File: config.mk
export PLATFORM = sky130hd
export DESIGN_NAME = mem_access_stage
export DESIGN_NICKNAME = d
export VERILOG_FILES = /design/src/rtl/mem_stage_pkg.sv /design/src/rtl/dmem_handshake.sv /design/src/rtl/mem_access_stage.sv
export SDC_FILE = /design/constraint.sdc
export NUM_CORES = 1
export LEC_CHECK = 0
export ABC_AREA = 1
export CAP_MARGIN = 40
export CORE_MARGIN = 4
export CORE_UTILIZATION = 39
export CTS_CLUSTER_SIZE = 12
export DETAILED_ROUTE_END_ITERATION = 6
export PLACE_DENSITY = 0.83
export SLEW_MARGIN = 5
export SYNTH_ARGS = -nofsm -noshare
export SYNTH_HDL_FRONTEND = slang
export SYNTH_SLANG_ARGS = --single-unit
File: constraint.sdc
create_clock -name clock -period 1.7 [get_ports clock]
set_clock_uncertainty 0.05 [all_clocks]
set_input_delay 0.17 -clock clock [delete_from_list [all_inputs] [get_ports clock]]
set_output_delay 0.17 -clock clock [all_outputs]
set_load 0.05 [all_outputs]
File: src/rtl/mem_stage_pkg.sv
// Shared types and constants for the MEM pipeline stage.
package mem_stage_pkg;

  localparam int unsigned XLEN        = 32;
  localparam int unsigned REG_AW      = 5;
  localparam int unsigned CNT_W       = 8;
  localparam int unsigned DEF_TIMEOUT = 255;

  // Low address bits that must be zero for a word access.
  localparam logic [XLEN-1:0] ALIGN_MASK = 32'h0000_0003;

  typedef enum logic [1:0] {
    ST_IDLE = 2'd0,
    ST_WAIT = 2'd1,
    ST_DONE = 2'd2
  } mem_state_e;

  // Payload captured when an access is accepted.
  typedef struct packed {
    logic            we;
    logic [XLEN-1:0] addr;
    logic [XLEN-1:0] wdata;
  } dmem_cmd_t;

  function automatic logic is_misaligned(input logic [XLEN-1:0] addr);
    return |(addr & ALIGN_MASK);
  endfunction

endpackage

File: src/rtl/dmem_handshake.sv
// Data-memory req/ack sequencer: access FSM, timeout counter and the
// registered request / response fields.
module dmem_handshake
  import mem_stage_pkg::*;
#(
  parameter int unsigned TIMEOUT = DEF_TIMEOUT
) (
  input  logic            clk_i,
  input  logic            rst_ni,
  input  logic            start_i,
  input  dmem_cmd_t       cmd_i,
  input  logic            dmem_ack_i,
  input  logic [XLEN-1:0] dmem_rdata_i,
  output mem_state_e      state_o,
  output logic            err_o,
  output logic [XLEN-1:0] rdata_o,
  output logic            dmem_req_o,
  output logic            dmem_we_o,
  output logic [XLEN-1:0] dmem_addr_o,
  output logic [XLEN-1:0] dmem_wdata_o
);

  // Counter value seen on the last permitted WAIT cycle.
  localparam logic [CNT_W-1:0] LAST_CNT = CNT_W'(TIMEOUT - 1);

  mem_state_e       state_q, state_d;
  logic [CNT_W-1:0] cnt_q, cnt_d;
  logic             req_q, req_d;
  logic             we_q, we_d;
  logic [XLEN-1:0]  addr_q, addr_d;
  logic [XLEN-1:0]  wdata_q, wdata_d;
  logic [XLEN-1:0]  rdata_q, rdata_d;
  logic             err_q, err_d;

  // State and request registers; reset drops the request immediately.
  always_ff @(posedge clk_i or negedge rst_ni) begin
    if (!rst_ni) begin
      state_q <= ST_IDLE;
      cnt_q   <= '0;
      req_q   <= 1'b0;
      we_q    <= 1'b0;
      addr_q  <= '0;
      wdata_q <= '0;
      rdata_q <= '0;
      err_q   <= 1'b0;
    end else begin
      state_q <= state_d;
      cnt_q   <= cnt_d;
      req_q   <= req_d;
      we_q    <= we_d;
      addr_q  <= addr_d;
      wdata_q <= wdata_d;
      rdata_q <= rdata_d;
      err_q   <= err_d;
    end
  end

  // Next-state logic: accept, wait for ack or timeout (ack wins), report.
  always_comb begin
    state_d = state_q;
    cnt_d   = cnt_q;
    req_d   = req_q;
    we_d    = we_q;
    addr_d  = addr_q;
    wdata_d = wdata_q;
    rdata_d = rdata_q;
    err_d   = err_q;

    unique case (state_q)
      ST_IDLE: begin
        if (start_i) begin
          addr_d  = cmd_i.addr;
          wdata_d = cmd_i.wdata;
          we_d    = cmd_i.we;
          req_d   = 1'b1;
          cnt_d   = '0;
          err_d   = 1'b0;
          state_d = ST_WAIT;
        end
      end
      ST_WAIT: begin
        cnt_d = cnt_q + CNT_W'(1);
        if (dmem_ack_i) begin
          rdata_d = we_q ? '0 : dmem_rdata_i;
          req_d   = 1'b0;
          we_d    = 1'b0;
          state_d = ST_DONE;
        end else if (cnt_q == LAST_CNT) begin
          rdata_d = '0;
          req_d   = 1'b0;
          we_d    = 1'b0;
          err_d   = 1'b1;
          state_d = ST_DONE;
        end
      end
      ST_DONE: begin
        cnt_d   = '0;
        err_d   = 1'b0;
        state_d = ST_IDLE;
      end
      default: begin
        cnt_d   = '0;
        req_d   = 1'b0;
        we_d    = 1'b0;
        err_d   = 1'b0;
        state_d = ST_IDLE;
      end
    endcase
  end

  assign state_o      = state_q;
  assign err_o        = err_q;
  assign rdata_o      = rdata_q;
  assign dmem_req_o   = req_q;
  assign dmem_we_o    = we_q;
  assign dmem_addr_o  = addr_q;
  assign dmem_wdata_o = wdata_q;

endmodule

File: src/rtl/mem_access_stage.sv
// MEM pipeline stage: forwards EX/MEM fields to MEMWB, runs loads/stores
// through dmem_handshake and stalls upstream while an access is pending.
module mem_access_stage
  import mem_stage_pkg::*;
#(
  parameter int unsigned TIMEOUT = DEF_TIMEOUT
) (
  input  logic              clock,
  input  logic              reset,
  input  logic [XLEN-1:0]   iInstr,
  input  logic              iRegWrite,
  input  logic              iMemToReg,
  input  logic              iMemRead,
  input  logic              iMemWrite,
  input  logic [XLEN-1:0]   iALUResult,
  input  logic [XLEN-1:0]   iWriteData,
  input  logic [REG_AW-1:0] iwriteRegWire,
  input  logic              ivalid,
  output logic [XLEN-1:0]   oInstr,
  output logic              oRegWrite,
  output logic              oMemToReg,
  output logic [XLEN-1:0]   oALUResult,
  output logic [REG_AW-1:0] owriteRegWire,
  output logic [XLEN-1:0]   oouputData,
  output logic              ovalid,
  output logic              oerr,
  output logic              stall,
  output logic              dmem_req,
  output logic              dmem_we,
  output logic [XLEN-1:0]   dmem_addr,
  output logic [XLEN-1:0]   dmem_wdata,
  input  logic              dmem_ack,
  input  logic [XLEN-1:0]   dmem_rdata
);

  logic       is_mem, is_mis, start;
  mem_state_e state;
  logic       acc_err;
  logic [XLEN-1:0] acc_rdata;
  dmem_cmd_t  cmd;

  assign is_mem = ivalid & (iMemRead | iMemWrite);
  assign is_mis = is_mem & is_misaligned(iALUResult);
  assign start  = is_mem & ~is_mis;

  assign cmd.we    = iMemWrite;
  assign cmd.addr  = iALUResult;
  assign cmd.wdata = iWriteData;

  dmem_handshake #(
    .TIMEOUT (TIMEOUT)
  ) u_hs (
    .clk_i        (clock),
    .rst_ni       (reset),
    .start_i      (start),
    .cmd_i        (cmd),
    .dmem_ack_i   (dmem_ack),
    .dmem_rdata_i (dmem_rdata),
    .state_o      (state),
    .err_o        (acc_err),
    .rdata_o      (acc_rdata),
    .dmem_req_o   (dmem_req),
    .dmem_we_o    (dmem_we),
    .dmem_addr_o  (dmem_addr),
    .dmem_wdata_o (dmem_wdata)
  );

  // MEMWB payload, stall and error; inputs are held upstream during a stall.
  always_comb begin
    oInstr        = iInstr;
    oRegWrite     = iRegWrite;
    oMemToReg     = iMemToReg;
    oALUResult    = iALUResult;
    owriteRegWire = iwriteRegWire;
    oouputData    = '0;
    ovalid        = ivalid;
    oerr          = 1'b0;
    stall         = 1'b0;

    unique case (state)
      ST_IDLE: begin
        if (is_mis) begin
          oRegWrite = 1'b0;
          oerr      = 1'b1;
        end else if (is_mem) begin
          stall  = 1'b1;
          ovalid = 1'b0;
        end
      end
      ST_WAIT: begin
        stall  = 1'b1;
        ovalid = 1'b0;
      end
      ST_DONE: begin
        oouputData = acc_rdata;
        if (acc_err) begin
          oRegWrite = 1'b0;
          oerr      = 1'b1;
        end
      end
      default: begin
        ovalid = 1'b0;
      end
    endcase

    if (!reset) begin
      stall  = 1'b0;
      ovalid = 1'b0;
      oerr   = 1'b0;
    end
  end

endmodule
==> key figures, run 1 <==
Run status
  • Run status: complete, but fails checks
  • Failing checks: negative setup slack

Setup path
  • Critical path origin: u_hs.state_o[1]
  • CP Data Required Time: 1.48 ns
  • Delay-heaviest family, CP: flip-flops
  • Cell chain of the critical path: nor2_4 -> inv_2 -> nor2_2 -> nand2_2 -> a21oi_4 -> buf_12
  • Worst path arrival time: 1.56 ns
  • R2R cell count: 9
  • CP max stage delay: 0.46 ns
  • Crit. path cell count: 6
  • Slowest cell on the critical path: dfrtp_2
  • R2R Path Start: u_hs.state_o[1]
  • Reg2reg setup slack: 0 ns
  • Worst flop-to-flop path endpoint: u_hs.rdata_o[5]
  • Critical Path Start Type: register
  • CP Buf/Inv Count: 2
  • CP Max Fanout: 4
  • Setup CP Type: register to output pin
  • CP Capture Type: output pin

Timing
  • Pins Over Slew Limit: 0
  • Final setup violation count: 25
  • Worst-Margin Slew: 0.598 ns
  • Relative slew slack: 0.601
  • Final Worst Setup Slack: -0.0788 ns
  • Hold Fails Final Rpt: 0
  • Final setup TNS: -0.633 ns
  • Period utilisation layout: 1.05
  • Fmax: 0.562 GHz
  • Min Tclk post-route: 1.78 ns
  • Unrepaired setup endpoints after global routing: yes

Floorplanning
  • Floorplan core area: 13500 µm²
  • Die area: 15900 µm²
  • Die X-Extent: 126 µm
  • Initial Util: 0.403
  • # rows: 42
  • Die height: 126 µm
  • Ports: 313

Min path
  • Worst Hold Class: primary input to output pin
  • Hold Crit Start: iInstr[26]
  • Hold Path Sink: oInstr[26]
  • Hold path depth: 0

Finish
  • Final instance area: 8700 µm²
  • Ant diodes: 0
  • FILL cells: 1027
  • Final core utilization: 0.647
  • Most frequent cells in the layout: nand2_1 (219), dfrtp_1 (108), clkdlybuf4s50_1 (101)
  • Number of nets in the layout: 944
  • Most common cell after layout, fill and taps aside: nand2_1
  • Layout cells sized above 1: 0.326
  • Area grow syn2layout: 60.5%

Placed design
  • Post-DP HPWL: 10.9 mm
  • PortBufs: 236
  • GPL Wtd Cong: 0.828
  • Setup WS pre-CTS: -0.0397 ns
  • Placed cell areas: 7960 µm²

Route
  • Routed vias: 4491
  • DR DRC count: 0
  • DRT iter0 DRCs: 213
  • Antenna-violating nets left: 0
  • DR pass1 iterations: 5
  • WL/cell: 16.0 µm
  • Final wirelength: 15.7 mm
  • Number of vias per cell: 4.57

CTS
  • CTS sink cnt: 109
  • CTS Buffer Depth: 2
  • Clk_lat worst skew: 0.35 ns
  • Clock Pin Slew Worst Setup and Hold Paths: 0.08 ns
  • TritonCTS clock tree: yes
  • CTS root buf: clkbuf_16
  • CTS buffer count: 9
  • H-tree Lvls: 3

Logic synthesis
  • Top FF cell, synth: dfrtp_1
  • Post-synth ARST share: 1.00
  • Count of cell types in the netlist: 23
  • Avg Cell Area, Syn: 8.74 µm²
  • Post-Syn Instances: 620
  • Post-synth EDFFs: 0
  • Mapped Nets: 763
  • Synth warn: 0
  • Mapped Area: 5420 µm²
  • Sequential fraction of the synthesis area: 0.503
  • #FFs+latches synth: 109

Global route
  • Largest net degree at the start of global routing: 110
  • First-pass GRT wire length: 23.6 mm
  • GRT Total Usage: 0.184
  • Initial antenna violation count: 0
  • Vias in the first global route: 4471
  • Grt ovf: 0

Power and ir drop
  • Power Total: 9.73 mW
  • Pwr Density: 1120 nW/µm²
  • Leak: 4.26 nW
  • VDD IR-drop max: 0.747 mV

Job
  • Number of max-cap violations: 0
==> timing repair <==
action / 4_1_cts / 5_1_grt
pin swaps: 3 / 7
buffers inserted: 3 / 8
setup endpoints to repair: 36 / 64
gates cloned: 0 / 3
gates resized for setup: 35 / 47
hold buffers: 1 / 0
endpoints found under the hold margin: 109 / 0
==> kinds of logic (layout without fill, tap and decap cells) <==
group	after synthesis	in the layout	share of synthesized area
adders and majority gates	2	2	0.00462
and+or+nand+nor	286	286	0.212
buffers and inverters	178	364	0.197
AOI/OAI and AO/OA	45	45	0.0829
DFF	109	109	0.503
==> how the worst max path moves through the flow <==
stage | endpoint | slack (ns)
CTS | oouputData[7] | -0.1
global route | ovalid | -0.16
global placement | stall | -0.03
finish | ovalid | -0.08
floorplan | oouputData[10] | 0.04
detailed placement | u_hs.dmem_wdata_o[4] | -0.04
==> layer usage <==
| layer | vias up | routed length [µm] | GRT usage |
|---|---|---|---|
| met5 | - | 0 | 0 |
| met4 | 0 | 254 | 0.0524 |
| met3 | 22 | 1560 | 0.0783 |
| met2 | 206 | 7960 | 0.312 |
| met1 | 2097 | 5890 | 0.213 |
| li1 | 2166 | - | - |
==> registers in the layout, summed over array words and instances, names as in the netlist <==
| register | flops |
|---|---|
| u_hs.rdata_o | 32 |
| u_hs.state_o | 2 |
| u_hs.dmem_we_o | 1 |
| u_hs.err_o | 1 |
| u_hs.dmem_addr_o | 32 |
| u_hs.cnt_q | 8 |
| u_hs.dmem_req_o | 1 |
| u_hs.dmem_wdata_o | 32 |
==> synthesized netlist by cell type (3+ instances only) <==
cell,count,area share
nand4_1,3,0.0035
clkbuf_1,3,0.0021
dfrtp_1,109,0.50
nand2_1,222,0.15
buf_4,72,0.10
nor2_1,42,0.029
inv_1,80,0.055
a21oi_1,3,0.0028
buf_6,17,0.035
nand3_1,11,0.010
o22ai_1,3,0.0035
o22ai_2,29,0.067
inv_2,4,0.0028
o21ai_0,9,0.0083
==> where the power goes <==
group	switching [mW]	leakage, nW	internal (mW)
Sequential	0.322	1.39	3.22
Clock	1.04	0.142	1.03
Combinational	2.68	2.73	1.44
Total	4.04	4.26	5.69
==> layout make-up <==
| cell class | count | area (µm²) | share of cell area |
|---|---|---|---|
| Timing Repair Buffer | 264 | 3210 | 0.369 |
| Multi-Input combinational cell | 333 | 1930 | 0.222 |
| Inverter | 84 | 318 | 0.0365 |
| Clock inverter | 7 | 66.3 | 0.00762 |
| Sequential cell | 109 | 2730 | 0.314 |
| Clock buffer | 9 | 225 | 0.0259 |
| Tap cell | 176 | 220 | 0.0253 |
==> metrics by stage <==
step	instances	hold WS, ns
after floorplan	620	-0.176
after global placement	952	0.258
after detailed placement	952	0.260
after CTS	971	0.273
after global routing	982	0.285
final	982	0.290
Note: power is estimated with default switching activity, not from simulation.
==> inputs of run 2 (changes only) <==
- CORE_MARGIN: 4 -> 2
==> key figures, run 2 (synthesis gave the netlist of run 1 again) <==
CTS
  • CTS root buf: clkbuf_16 (unchanged)
  • CTS Buffer Depth: 2 (unchanged)
  • TritonCTS clock tree: yes (unchanged)
  • Clock Pin Slew Worst Setup and Hold Paths: 0.07 ns (was 0.08 ns)
  • H-tree Lvls: 3 (unchanged)
  • CTS sink cnt: 109 (unchanged)
  • Clk_lat worst skew: 0.34 ns (was 0.35 ns)
  • CTS buffer count: 9 (unchanged)

Power and ir drop
  • Switching share of total power: 0.388 (was 0.415)
  • Pwr Density: 1150 nW/µm² (was 1120 nW/µm²)
  • Leak: 4.20 nW (was 4.26 nW)
  • Sw power: 3.78 mW (was 4.04 mW)
  • Sequential Power Share: 0.362 (was 0.364)
  • VDD IR-drop max: 0.747 mV (about the same)
  • Internal cell power: 5.98 mW (was 5.69 mW)
  • Power Total: 9.76 mW (was 9.73 mW)
  • Clock power frac: 0.235 (was 0.213)
  • Combinational share of power: 0.404 (was 0.423)

Placed design
  • Placed cell areas: 7990 µm² (was 7960 µm²)
  • PortBufs: 236 (unchanged)
  • Post-DP HPWL: 10.6 mm (was 10.9 mm)
  • GPL Wtd Cong: 0.827 (was 0.828)

Setup path
  • Reg2reg setup slack: 0.12 ns (was 0 ns)
  • CP Max Fanout: 32 (was 4)
  • Worst path arrival time: 1.54 ns (was 1.56 ns)
  • Critical Path Start Type: register (unchanged)
  • CP Capture Type: output pin (unchanged)
  • R2R Path Start: u_hs.cnt_q[0] (was u_hs.state_o[1])
  • Setup CP Type: register to output pin (unchanged)
  • CP Data Required Time: 1.48 ns (about the same)
  • Worst flop-to-flop path endpoint: u_hs.rdata_o[4] (was u_hs.rdata_o[5])
  • R2R cell count: 8 (was 9)

Timing
  • Pins Over Slew Limit: 0 (unchanged)
  • Relative slew slack: 0.608 (was 0.601)
  • Min Tclk post-route: 1.76 ns (was 1.78 ns)
  • Final setup violation count: 32 (was 25)
  • Worst-Margin Slew: 0.588 ns (was 0.598 ns)
  • Hold Fails Final Rpt: 0 (unchanged)
  • Final Worst Setup Slack: -0.0558 ns (was -0.0788 ns)
  • Fmax: 0.570 GHz (was 0.562 GHz)
  • Unrepaired setup endpoints after global routing: yes (unchanged)
  • Period utilisation layout: 1.03 (was 1.05)

Run status
  • Failing checks: negative setup slack (unchanged)
  • Run status: complete, but fails checks (unchanged)

Global route
  • Largest net degree at the start of global routing: 110 (unchanged)
  • Vias in the first global route: 4467 (was 4471)
  • Grt ovf: 0 (unchanged)
  • First-pass GRT wire length: 22.3 mm (was 23.6 mm)
  • Initial antenna violation count: 1 (was 0)
  • GRT Total Usage: 0.191 (was 0.184)

Finish
  • FILL cells: 1070 (was 1027)
  • Area grow syn2layout: 56.1% (was 60.5%)
  • Number of nets in the layout: 932 (was 944)
  • Most common cell after layout, fill and taps aside: nand2_1 (unchanged)
  • Ant diodes: 0 (unchanged)
  • Final instance area: 8460 µm² (was 8700 µm²)
  • Final core utilization: 0.617 (was 0.647)
  • Layout cells sized above 1: 0.304 (was 0.326)
  • Multi-input gate area: 1770 µm² (was 1930 µm²)
  • Most frequent cells in the layout: nand2_1 (221), dfrtp_1 (109), clkdlybuf4s50_1 (101) (was nand2_1 (219), dfrtp_1 (108), clkdlybuf4s50_1 (101))
  • Sequential cell area: 2730 µm² (about the same)

Min path
  • Hold Path Sink: oInstr[14] (was oInstr[26])
  • Hold Crit Start: iInstr[14] (was iInstr[26])
  • Hold path depth: 0 (unchanged)
  • Worst Hold Class: primary input to output pin (unchanged)

Route
  • Number of vias per cell: 4.57 (about the same)
  • DR DRC count: 0 (unchanged)
  • Final wirelength: 14.3 mm (was 15.7 mm)
  • Routed vias: 4449 (was 4491)
  • WL/cell: 14.7 µm (was 16.0 µm)
  • DR pass1 iterations: 4 (was 5)
  • Antenna-violating nets left: 0 (unchanged)
  • DRT iter0 DRCs: 179 (was 213)

Job
  • Number of max-cap violations: 0 (unchanged)

Floorplanning
  • Die area: 14900 µm² (was 15900 µm²)
  • Floorplan core area: 13700 µm² (was 13500 µm²)
  • Die X-Extent: 122 µm (was 126 µm)
  • Initial Util: 0.395 (was 0.403)
  • Die height: 122 µm (was 126 µm)
  • Ports: 313 (unchanged)
  • # rows: 43 (was 42)
run 2: cell count changes in the layout (fill, tap and decap cells not counted), sizes merged:
cell / before / now
clkbuf: 11 / 12
dlygate4sd2: 0 / 5
clkinvlp: 1 / 0
inv: 88 / 84
buf: 160 / 145
bufinv: 0 / 2
run 2: how the worst max path moves through the flow:
stage / start / to / slack [ns]
6_report: u_hs.state_o[0] / oouputData[30] / -0.06
5_1_grt: u_hs.state_o[0] / oouputData[27] / -0.13
4_1_cts: u_hs.state_o[0] / ovalid / -0.09
3_5_place_dp: iALUResult[0] / stall / -0.12
3_3_place_gp: iALUResult[0] / stall / -0.10
2_1_floorplan: u_hs.state_o[0] / oouputData[10] / 0.04
run 2: metrics by stage:
stage | std cells | hold WS, ns | setup TNS, ns | setup WS, ns
2_1_floorplan | 620 | -0.176 | 0 | 0.0386
3_3_place_gp | 957 | 0.258 | -1.47 | -0.101
4_1_cts | 974 | 0.290 | -1.34 | -0.0869
6_report | 974 | 0.290 | -1.11 | -0.0558
5_1_grt | 974 | 0.290 | -3.81 | -0.130
3_5_place_dp | 957 | 0.271 | -2.99 | -0.120
run 2: layer usage:
layer,up-vias,track usage,wire length [µm],part of all wire
met5,-,0,0,0
met4,0,0.0647,225,0.016
met3,18,0.0576,1320,0.092
met2,203,0.323,7180,0.50
met1,2094,0.234,5610,0.39
li1,2134,-,-,-
run 2: power by group through the flow:
stage               sequential, mW  combinational, mW  clock, mW
floorplan                     4.79               1.44          0
global placement              3.55               3.82          0
detailed placement            3.56               3.90          0
CTS                           3.53               3.95       2.35
global route                  3.61               4.18       2.44
finish                        3.53               3.94       2.29
run 2: area by class of cell:
type / count / area share
Inverter: 84 / 0.0376
Timing Repair Buffer: 252 / 0.365
Sequential cell: 109 / 0.322
Multi-Input combinational cell: 333 / 0.209
Tap cell: 180 / 0.0266
Clock buffer: 12 / 0.0303
Clock inverter: 4 / 0.00828
run 2: critical path, stage by stage, from the launching register on:
cell and delay (ns):
dfrtp_1 0.42, inv_1 0.10, nand2_1 0.11, buf_12 0.21, nor2_2 0.17, buf_12 0.16
run 2: what timing repair did:
action | CTS | global route
endpoints found under the setup margin | 41 | 59
pin swaps | 2 | 1
hold buffers | 1 | 0
resized for setup | 42 | 9
setup buffers | 0 | 0
endpoints found under the hold margin | 109 | 0
==> inputs of run 3 (changes only) <==
- SLEW_MARGIN: 5 -> unset
==> results of run 3 <==
No change in the layout: final DEF, timing and power equal those of run 2.
